`src/rtl/fault_containment_ctrl.sv`:
```
`default_nettype none
// +----------------------------------------------------------------------------+
// | Module      : fault_containment_ctrl                                       |
// | Description : Per-segment fault containment controller. Each segment runs  |
// |               an OK/FAULT/ISO/HOLDOFF(/LOCKED) FSM that drives pipeline    |
// |               gating and soft-reset pulses. Events are held in a one-deep  |
// |               slot per segment, serialised round-robin into a FIFO and     |
// |               handed to the fault logger over a valid/ready handshake.     |
// | Options     : FAULT_CONTAIN_LOCKOUT_EN enables retry counting, the LOCKED  |
// |               state, F4/F5 events and clear_lock_i.                        |
// | Revision    : 1.0 - initial release                                        |
// +----------------------------------------------------------------------------+
module fault_containment_ctrl #(
  parameter int NUM_SEG     = 8,
  parameter int EVT_DEPTH   = 4,
  parameter int MAX_RETRY   = 3,
  parameter int HOLDOFF_CYC = 16
) (
  input  logic                       clk,
  input  logic                       rst,
  input  logic [NUM_SEG-1:0]         seg_fault_i,
  input  logic [NUM_SEG-1:0]         seg_recoverable_i,
  input  logic [NUM_SEG-1:0]         fence_enable_i,
  input  logic [NUM_SEG-1:0]         mask_isolate_i,
  input  logic [NUM_SEG-1:0]         clear_lock_i,
  input  logic                       ovf_clear_i,
  output logic [NUM_SEG-1:0]         seg_allow_o,
  output logic [NUM_SEG-1:0]         seg_soft_reset_o,
  output logic [NUM_SEG-1:0]         seg_locked_o,
  output logic                       evt_valid_o,
  input  logic                       evt_ready_i,
  output logic [3:0]                 evt_severity_o,
  output logic [7:0]                 evt_code_o,
  output logic [$clog2(NUM_SEG)-1:0] evt_seg_o,
  output logic                       evt_overflow_o
);

  localparam int SEGW = $clog2(NUM_SEG);
  localparam int AW   = $clog2(EVT_DEPTH);
  localparam int PW   = 12 + SEGW;
  localparam int TW   = (HOLDOFF_CYC > 1) ? $clog2(HOLDOFF_CYC) : 1;

  localparam logic [7:0]      c_code_f1   = 8'hF1;
  localparam logic [7:0]      c_code_f2   = 8'hF2;
  localparam logic [7:0]      c_code_f3   = 8'hF3;
  localparam logic [TW-1:0]   c_hold_load = TW'(HOLDOFF_CYC - 1);
  localparam logic [TW-1:0]   c_tmr_one   = TW'(1);
  localparam logic [SEGW-1:0] c_seg_one   = SEGW'(1);
  localparam logic [SEGW-1:0] c_seg_last  = SEGW'(NUM_SEG - 1);
  localparam logic [AW:0]     c_ptr_one   = (AW + 1)'(1);

  typedef enum logic [2:0] {
    ST_OK      = 3'd0,
    ST_FAULT   = 3'd1,
    ST_ISO     = 3'd2,
    ST_HOLDOFF = 3'd3,
    ST_LOCKED  = 3'd4
  } seg_state_t;

  // Per-segment pending slots and arbitration results
  logic [NUM_SEG-1:0] w_slot_vld;
  logic [7:0]         w_slot_code [NUM_SEG];
  logic [3:0]         w_slot_sev  [NUM_SEG];
  logic [NUM_SEG-1:0] w_grant;
  logic [NUM_SEG-1:0] w_ovf_set;
  logic               w_gnt_any;
  logic [SEGW-1:0]    w_gnt_idx;
  logic [SEGW-1:0]    w_scan;
  logic [SEGW-1:0]    arb_ptr_q;

  // Event FIFO
  logic [PW-1:0]      mem_q [EVT_DEPTH];
  logic [AW:0]        wr_ptr_q;
  logic [AW:0]        rd_ptr_q;
  logic               w_full;
  logic               w_empty;
  logic               w_pop;
  logic               w_can_push;
  logic [PW-1:0]      w_wdata;
  logic [PW-1:0]      w_head;
  logic               ovf_q;

`ifdef FAULT_CONTAIN_LOCKOUT_EN
  localparam logic [7:0] c_code_f4   = 8'hF4;
  localparam logic [7:0] c_code_f5   = 8'hF5;
  localparam logic [3:0] c_max_retry = 4'(MAX_RETRY);
  logic [NUM_SEG-1:0]    w_locked;
  assign seg_locked_o = w_locked;
`else
  // Lockout is compiled out: clear_lock_i and MAX_RETRY have no function here
  logic w_unused_ok;
  assign w_unused_ok  = &{1'b0, clear_lock_i, 4'(MAX_RETRY)};
  assign seg_locked_o = '0;
`endif

  genvar gi;
  generate
    for (gi = 0; gi < NUM_SEG; gi++) begin : g_seg
      seg_state_t      state_q, state_d;
      logic [TW-1:0]   timer_q, timer_d;
      logic            allow_q;
      logic            srst_q, srst_d;
      logic            slot_vld_q;
      logic [7:0]      slot_code_q;
      logic [3:0]      slot_sev_q;
      logic            w_fault_br;
      logic            w_ev_new;
      logic [7:0]      w_ev_code;
      logic [3:0]      w_ev_sev;
`ifdef FAULT_CONTAIN_LOCKOUT_EN
      logic [3:0]      retry_q, retry_d, w_retry_inc;
      logic            locked_q;
`endif

      // Next-state decode and event generation for this segment
      always_comb begin
        state_d    = state_q;
        timer_d    = timer_q;
        srst_d     = 1'b0;
        w_fault_br = 1'b0;
        w_ev_new   = 1'b0;
        w_ev_code  = 8'h00;
        w_ev_sev   = 4'h0;
`ifdef FAULT_CONTAIN_LOCKOUT_EN
        retry_d     = retry_q;
        w_retry_inc = (retry_q == 4'hF) ? 4'hF : retry_q + 4'd1;
`endif
        case (state_q)
          ST_OK: begin
            if (seg_fault_i[gi]) w_fault_br = 1'b1;
          end
          ST_FAULT: begin
            if (seg_recoverable_i[gi]) begin
              state_d   = ST_HOLDOFF;
              timer_d   = c_hold_load;
              srst_d    = 1'b1;
              w_ev_new  = 1'b1;
              w_ev_code = c_code_f2;
              w_ev_sev  = 4'd1;
            end
          end
          ST_ISO: begin
            if (seg_recoverable_i[gi]) begin
              state_d   = ST_HOLDOFF;
              timer_d   = c_hold_load;
              srst_d    = 1'b1;
              w_ev_new  = 1'b1;
              w_ev_code = c_code_f3;
              w_ev_sev  = 4'd1;
            end
          end
          ST_HOLDOFF: begin
            // A new fault wins over timer expiry
            if (seg_fault_i[gi])     w_fault_br = 1'b1;
            else if (timer_q == '0)  state_d    = ST_OK;
            else                     timer_d    = timer_q - c_tmr_one;
          end
`ifdef FAULT_CONTAIN_LOCKOUT_EN
          ST_LOCKED: begin
            if (clear_lock_i[gi]) begin
              state_d   = ST_OK;
              retry_d   = 4'd0;
              w_ev_new  = 1'b1;
              w_ev_code = c_code_f5;
              w_ev_sev  = 4'd1;
            end
          end
`endif
          default: state_d = ST_OK;
        endcase

        if (w_fault_br) begin
          w_ev_new = 1'b1;
`ifdef FAULT_CONTAIN_LOCKOUT_EN
          retry_d = w_retry_inc;
          if (w_retry_inc > c_max_retry) begin
            state_d   = ST_LOCKED;
            w_ev_code = c_code_f4;
            w_ev_sev  = 4'd3;
          end else begin
            state_d   = mask_isolate_i[gi] ? ST_ISO : ST_FAULT;
            w_ev_code = c_code_f1;
            w_ev_sev  = 4'd2;
          end
`else
          state_d   = mask_isolate_i[gi] ? ST_ISO : ST_FAULT;
          w_ev_code = c_code_f1;
          w_ev_sev  = 4'd2;
`endif
        end
      end

      // Segment state, registered gating outputs and the pending event slot
      always_ff @(posedge clk or posedge rst) begin
        if (rst) begin
          state_q     <= ST_OK;
          timer_q     <= '0;
          allow_q     <= 1'b1;
          srst_q      <= 1'b0;
          slot_vld_q  <= 1'b0;
          slot_code_q <= 8'h00;
          slot_sev_q  <= 4'h0;
`ifdef FAULT_CONTAIN_LOCKOUT_EN
          retry_q     <= 4'd0;
          locked_q    <= 1'b0;
`endif
        end else begin
          state_q <= state_d;
          timer_q <= timer_d;
          srst_q  <= srst_d;
          case (state_d)
            ST_OK:    allow_q <= 1'b1;
            ST_FAULT: allow_q <= ~fence_enable_i[gi];
            default:  allow_q <= 1'b0;
          endcase
          // A fresh event always lands in the slot, even when the old one is granted now
          if (w_ev_new) begin
            slot_vld_q  <= 1'b1;
            slot_code_q <= w_ev_code;
            slot_sev_q  <= w_ev_sev;
          end else if (w_grant[gi]) begin
            slot_vld_q  <= 1'b0;
          end
`ifdef FAULT_CONTAIN_LOCKOUT_EN
          retry_q  <= retry_d;
          locked_q <= (state_d == ST_LOCKED);
`endif
        end
      end

      assign w_ovf_set[gi]        = w_ev_new & slot_vld_q & ~w_grant[gi];
      assign w_slot_vld[gi]       = slot_vld_q;
      assign w_slot_code[gi]      = slot_code_q;
      assign w_slot_sev[gi]       = slot_sev_q;
      assign seg_allow_o[gi]      = allow_q;
      assign seg_soft_reset_o[gi] = srst_q;
`ifdef FAULT_CONTAIN_LOCKOUT_EN
      assign w_locked[gi]         = locked_q;
`endif
    end
  endgenerate

  assign w_empty    = (wr_ptr_q == rd_ptr_q);
  assign w_full     = (wr_ptr_q[AW] != rd_ptr_q[AW]) &&
                      (wr_ptr_q[AW-1:0] == rd_ptr_q[AW-1:0]);
  assign w_pop      = ~w_empty & evt_ready_i;
  assign w_can_push = ~w_full | w_pop;

  // Round-robin search over pending slots starting at the pointer
  always_comb begin
    w_gnt_any = 1'b0;
    w_gnt_idx = '0;
    w_grant   = '0;
    w_scan    = '0;
    for (int off = 0; off < NUM_SEG; off++) begin
      w_scan = SEGW'((int'(arb_ptr_q) + off) % NUM_SEG);
      if (!w_gnt_any && w_can_push && w_slot_vld[w_scan]) begin
        w_gnt_any = 1'b1;
        w_gnt_idx = w_scan;
      end
    end
    if (w_gnt_any) w_grant[w_gnt_idx] = 1'b1;
  end

  // Arbiter pointer moves to one past the last grant
  always_ff @(posedge clk or posedge rst) begin
    if (rst) begin
      arb_ptr_q <= '0;
    end else if (w_gnt_any) begin
      arb_ptr_q <= (w_gnt_idx == c_seg_last) ? '0 : w_gnt_idx + c_seg_one;
    end
  end

  assign w_wdata = {w_slot_sev[w_gnt_idx], w_slot_code[w_gnt_idx], w_gnt_idx};

  // FIFO storage; contents are qualified by the pointers, so no reset needed
  always_ff @(posedge clk) begin
    if (w_gnt_any) mem_q[wr_ptr_q[AW-1:0]] <= w_wdata;
  end

  // FIFO pointers
  always_ff @(posedge clk or posedge rst) begin
    if (rst) begin
      wr_ptr_q <= '0;
      rd_ptr_q <= '0;
    end else begin
      if (w_gnt_any) wr_ptr_q <= wr_ptr_q + c_ptr_one;
      if (w_pop)     rd_ptr_q <= rd_ptr_q + c_ptr_one;
    end
  end

  // Sticky overflow; a new overflow beats a simultaneous clear
  always_ff @(posedge clk or posedge rst) begin
    if (rst) ovf_q <= 1'b0;
    else     ovf_q <= (ovf_q & ~ovf_clear_i) | (|w_ovf_set);
  end

  assign w_head         = mem_q[rd_ptr_q[AW-1:0]];
  assign evt_valid_o    = ~w_empty;
  assign evt_severity_o = evt_valid_o ? w_head[PW-1 -: 4]  : 4'h0;
  assign evt_code_o     = evt_valid_o ? w_head[SEGW +: 8]  : 8'h00;
  assign evt_seg_o      = evt_valid_o ? w_head[SEGW-1:0]   : '0;
  assign evt_overflow_o = ovf_q;

endmodule
`default_nettype wire

```
`config.mk`:
```
export PLATFORM = sky130hd
export DESIGN_NAME = fault_containment_ctrl
export DESIGN_NICKNAME = d
export VERILOG_FILES = /design/src/rtl/fault_containment_ctrl.sv
export SDC_FILE = /design/constraint.sdc
export NUM_CORES = 1
export LEC_CHECK = 0
export BUFFER_PORTS_ARGS = -buffer_cell sky130_fd_sc_hd__buf_2
export CAP_MARGIN = 10
export CORE_MARGIN = 2
export CORE_UTILIZATION = 65
export CTS_CLUSTER_DIAMETER = 30
export DETAILED_ROUTE_END_ITERATION = 8
export PLACE_DENSITY = 0.86
export SLEW_MARGIN = 20
export SYNTH_ARGS = -nofsm -noshare
export SYNTH_HDL_FRONTEND = slang
export SYNTH_SLANG_ARGS = --single-unit
```
`constraint.sdc`:
```
create_clock -name clk -period 15 [get_ports clk]
set_clock_uncertainty 0.1 [all_clocks]
set_input_delay 3.75 -clock clk [delete_from_list [all_inputs] [get_ports clk]]
set_output_delay 3.75 -clock clk [all_outputs]
set_load 0.02 [all_outputs]
```
* Word-level counts from Yosys, hierarchy flattened
Memory sizes are Yosys's and may differ from the RTL's.
Index checks and enable logic that the tools add are counted.
** Storage, ports and cells
- RAM bits :: 60
- Logic and storage cells :: 526
- Flip-flop bits (word level) :: 186
- Bits of input ports :: 44
- Memories kept :: 1
** Memories
- mem_q :: words 4, width 15, read ports 1, clocked after Yosys merged registers in 0, write ports 1, line 72 : logic [PW-1:0] mem_q [EVT_DEPTH];
** Cells by class
- Mux-type cells :: 247
- Bitwise logic cells :: 40
- Order comparisons :: 11
- $add $sub $neg :: 18
- Reduce and logical (&&, ||, !) cells :: 89
- Equality and inequality tests :: 60
** Operator list (count)
- 8-bit 2-to-1 mux :: 28
- 4-bit 2-to-1 mux :: 35
- 8-bit one-hot mux with 2 select lines :: 8
- 3-bit 2-to-1 mux :: 42
- 1-bit 2-to-1 mux :: 91
- 3-bit one-hot mux with 3 select lines :: 8
- 4-bit one-hot mux with 2 select lines :: 8
- 3-bit by 1-bit == test with 1-bit output (second input constant) :: 16
- 3-bit by 2-bit == test with 1-bit output (second input constant) :: 16
- 3-bit logical NOT :: 16
- 3-bit by 4-bit less-than comparator with 1-bit output (second input constant) :: 9
- 4-bit logical NOT :: 8
- 2-bit != test (second input constant) :: 16
- 4-bit AND reduction :: 8
- 2-bit nonzero test :: 16
- 2-bit OR reduction :: 16
- 4-bit by 1-bit subtractor with 4-bit output (second input constant) :: 8
- 1-bit binary-select mux with 3-bit select :: 8
- 8-bit binary-select mux with 3-bit select :: 1
- 1-bit inverter :: 19
- 1-bit AND :: 18
- 1-bit logical AND :: 17
- 2-bit 2-to-1 mux :: 8
- 2-bit by 1-bit != test with 1-bit output (second input constant) :: 8
- 16 further kinds :: 37

* Depth between registers and ports, before layout
- Word-level depth :: 43
- Depth in mapped cells :: 15

* Worst setup path before layout
No wires, ideal clock.
- Path type :: input -> register
- Start point :: in evt_ready_i
- End point :: reg ovf_q, in the netlist evt_overflow_o
- Stages on the path :: 9
- Arrival :: 5.687 ns
- Path slack :: 9.089 ns
- Path through :: or4_1 -> and3_1 -> a21oi_1 -> nand4_2 -> nand2_4 -> inv_2 -> o311ai_1 -> o2111ai_1 -> a211o_1
** Between the ends
- Longest elaborated chain between the ends :: 41
- Elaborated cells between the ends (all ways) :: 64
** Ends and longest elaborated chain
- start, declared :: line 31 : input logic evt_ready_i,
- 1-bit AND (*) :: line 246 : assign w_pop = ~w_empty & evt_ready_i;
- 1-bit OR (*) :: line 247 : assign w_can_push = ~w_full | w_pop;
- 1-bit logical AND :: line 257 : if (!w_gnt_any && w_can_push && w_slot_vld[w_scan]) begin
- 1-bit 2-to-1 mux :: line 257
- 1-bit logical NOT :: line 257
- 1-bit logical AND (2 in series) :: line 257
- 1-bit 2-to-1 mux :: line 257
- 1-bit logical NOT :: line 257
- [24 not listed]
- 1-bit logical AND (implied by the code) :: line 262 : if (w_gnt_any) w_grant[w_gnt_idx] = 1'b1;
- 1-bit 2-to-1 mux (implied by the code) :: line 262
- 1-bit demux with 3-bit select :: line 262
- 8-bit 2-to-1 mux (*) :: line 262
- 1-bit inverter :: line 231 : assign w_ovf_set[gi] = w_ev_new & slot_vld_q & ~w_grant[gi];
- 1-bit AND :: line 231
- 8-bit OR reduction (*) :: line 295 : else ovf_q <= (ovf_q & ~ovf_clear_i) | (|w_ovf_set);
- 1-bit OR (*) :: line 295
- end signal, assigned :: line 295
- end, declared :: line 81 : logic ovf_q;
Mark *: on every way between the ends. The rest lies on a longest branch, timed or not.
A chain may end at the register's enable or synchronous reset.

* Worst setup path after layout
- Start point :: reg rd_ptr_q[0]
- End point :: out evt_valid_o
** Between the ends
- Longest elaborated chain between the ends :: 2
** Ends and longest elaborated chain
- start, declared :: line 74 : logic [AW:0] rd_ptr_q;
- start signal, assigned :: line 288 : if (w_pop) rd_ptr_q <= rd_ptr_q + c_ptr_one;
- 3-bit == test :: line 243 : assign w_empty = (wr_ptr_q == rd_ptr_q);
- 1-bit inverter :: line 299 : assign evt_valid_o = ~w_empty;
- end, declared :: line 30 : output logic evt_valid_o,
No other way between the ends.

==> flow_summary.ini <==
[placed_design]
place_congestion = 0.843
post-place-ws_ns = 8.37
port_buffers = 64
dp_hpwl_um = 12200

[cts]
cts_num_sinks = 162
cts_resized = 0
clock_latency_ns = 0.43
tritoncts = yes
cts_made_buffers = 17
cts_setup_buffers = 0
cts_hold_buf = 0
h-tree-depth = 4
cts_root_buf = clkbuf_16
clkTransAtPathRegs_ns = 0.06
cts.path.max_buffers = 2

[finish]
drive_above_1_share_pct = 16.5
syn_to_final_growth_pct = 9.24
final_nets = 993
final_util_pct = 73.4
final_common_cell = dfrtp_1
antennaDiodeCount = 0
final_cell_mix = 122 x dfrtp_1, 120 x nand2_1, 69 x nor2_1

[sta]
rsz0062_at_grt = false
slew_violations = 0
fmax_ghz = 0.155
layout_min_cycle_time_ns = 6.46
relSlewSlack_pct = 34.4
fin_crit_sh_pct = 43.1
setup_viol = 0
setup_tns_ns = 0
hold_viol = 0
worst_slack_ns = 8.54
worst_pin_slew_ns = 0.984

[die]
coreArea_um2 = 13300
rows = 42
die_w_um = 121
initial_utilization_pct = 67.2
ios = 85
die_h_um = 121
dieArea_um2 = 14800

[logic_synthesis]
synth_cells = 896
yosysUniqueCellTypes = 77
avgSynthCellArea_um2 = 10.0
ys_warn_count = 0
synth-edff-count = 32
ys.flop_type = dfrtp_1
synth-seq-area-share_pct = 47.1
async_reset_ff_share_pct = 80.2
synth_area_um2 = 8970
synth-seq-cells = 162

[route]
drt-pass1-iter-count = 5
drt_iter0_markers = 640
detailroute.via_count = 6648
viasPerCell = 5.92
avgRoutedWirePerCell_um = 16.3
ant_nets = 0
drc = 0
routed_wl_um = 18300

[flow_run]
maxCapViolCount = 0

[setup_path]
critPathMaxFanout = 11
cp_data_arrival_time_ns = 2.61
start_kind = flip-flop
ff2ff_path_depth = 11
required_ns = 11.15
critPathKind = reg -> out
cp-end-kind = output port

[power_and_ir_drop]
ir_worst_vdd_mv = 0.129
p_leak_uw = 0.00425
p_per_area_nw_per_um2 = 237

[global_routing]
grt_max_degree = 76
antenna_found_initial = 0
grt_pass1_wl_um = 31000
grt_usage_pct = 26.8
grt_overflow = 0
grt_pass1_vias = 6664

[status]
status = complete, no violations

[worst_hold_path]
hold_depth = 1
hold_path_class = reg -> reg
==> synthesized netlist by cell type (8+ instances only) <==
cell	instances	area share (%)
o21ai_0	33	1.8
dfstp_2	8	2.3
nand2b_1	18	1.3
inv_1	54	2.3
nor2b_1	28	2.0
buf_4	34	2.8
and2_1	11	0.77
mux4_2	15	3.8
nand3_1	22	1.2
xnor2_1	34	3.3
o211ai_1	12	1.0
nor3_1	17	0.95
nor2_1	69	2.9
nand2_1	120	5.0
clkbuf_1	22	0.92
a21oi_1	30	1.7
ha_1	15	2.1
dfrtp_1	122	34
edfxtp_1	32	11
mux2i_1	38	4.2
or2_2	8	0.56
nor4_1	13	0.91
==> sequential cells by signal (all words and copies together), names as in the netlist <==
register,flops
g_seg.srst_q,8
evt_overflow_o,1
wr_ptr_q,3
g_seg.timer_q,32
g_seg.slot_vld_q,8
g_seg.state_q,24
g_seg.slot_sev_q,16
rd_ptr_q,3
arb_ptr_q,3
g_seg.allow_q,8
mem_q,32
g_seg.slot_code_q,24
==> stage by stage <==
stage / std cells / cell area (um^2) / total power [uW] / hold WS (ns)
after floorplan: 915 / 9040 / 1650 / 0.334
after global placement: 1091 / 9180 / 1810 / 0.348
after detailed placement: 1091 / 9180 / 1850 / 0.357
after CTS: 1123 / 9800 / 2310 / 0.372
after global routing: 1123 / 9800 / 2470 / 0.388
final: 1123 / 9800 / 2320 / 0.368
==> power breakdown <==
part	leakage, uW	internal, uW	switching (uW)	total, uW
sequential	0.00171	649	116	765
clock	0.000305	279	170	449
combinational	0.00224	429	675	1100
total	0.00425	1360	962	2320
==> final cells by class <==
type | instances | area [um^2]
Clock buffer | 22 | 485
Clock inverter | 10 | 129
Fill cell | 920 | 3550
Inverter | 57 | 219
Multi-Input combinational cell | 629 | 4180
Sequential cell | 162 | 4220
Tap cell | 176 | 220
Timing Repair Buffer | 67 | 343
==> worst max-delay path, stage by stage (launching register included) <==
cell,delay [ns]
dfrtp_1,0.77
xor2_1,0.19
nor3b_1,0.82
inv_1,0.18
buf_2,0.22
==> metal layers <==
layer | track usage (%) | part of all wire (%)
met4 | 10.3 | 1.9
met1 | 33.7 | 42
met3 | 5.45 | 4.5
met2 | 45.7 | 51
met5 | 0 | 0
==> path summary, 6_finish.rpt <==
| kind | from | to | slack (ns) |
|---|---|---|---|
| min in group asynchronous | rst | g_seg[5].srst_q | 3.33 |
| min reg2reg | g_seg[5].slot_code_q[6] | g_seg[5].slot_code_q[6] | 0.37 |
| min | g_seg[5].slot_code_q[6] | g_seg[5].slot_code_q[6] | 0.37 |
| max | rd_ptr_q[0] | evt_valid_o | 8.54 |
| max reg2reg | arb_ptr_q[1] | evt_overflow_o | 10.72 |
| max in group asynchronous | rst | rd_ptr_q[2] | 10.31 |
==> cells by family after synthesis <==
| logic type | count (synthesis) | share of synthesized area [%] |
|---|---|---|
| compound gates | 146 | 10.9 |
| xor+xnor | 41 | 4.17 |
| fa+ha+maj | 19 | 2.54 |
| buf+inv | 124 | 7.21 |
| flops | 162 | 47.1 |
| mux | 65 | 9.68 |
| other cells | 1 | 0.0418 |
| simple gates | 338 | 18.3 |
Note: power is estimated with default switching activity, not from simulation.
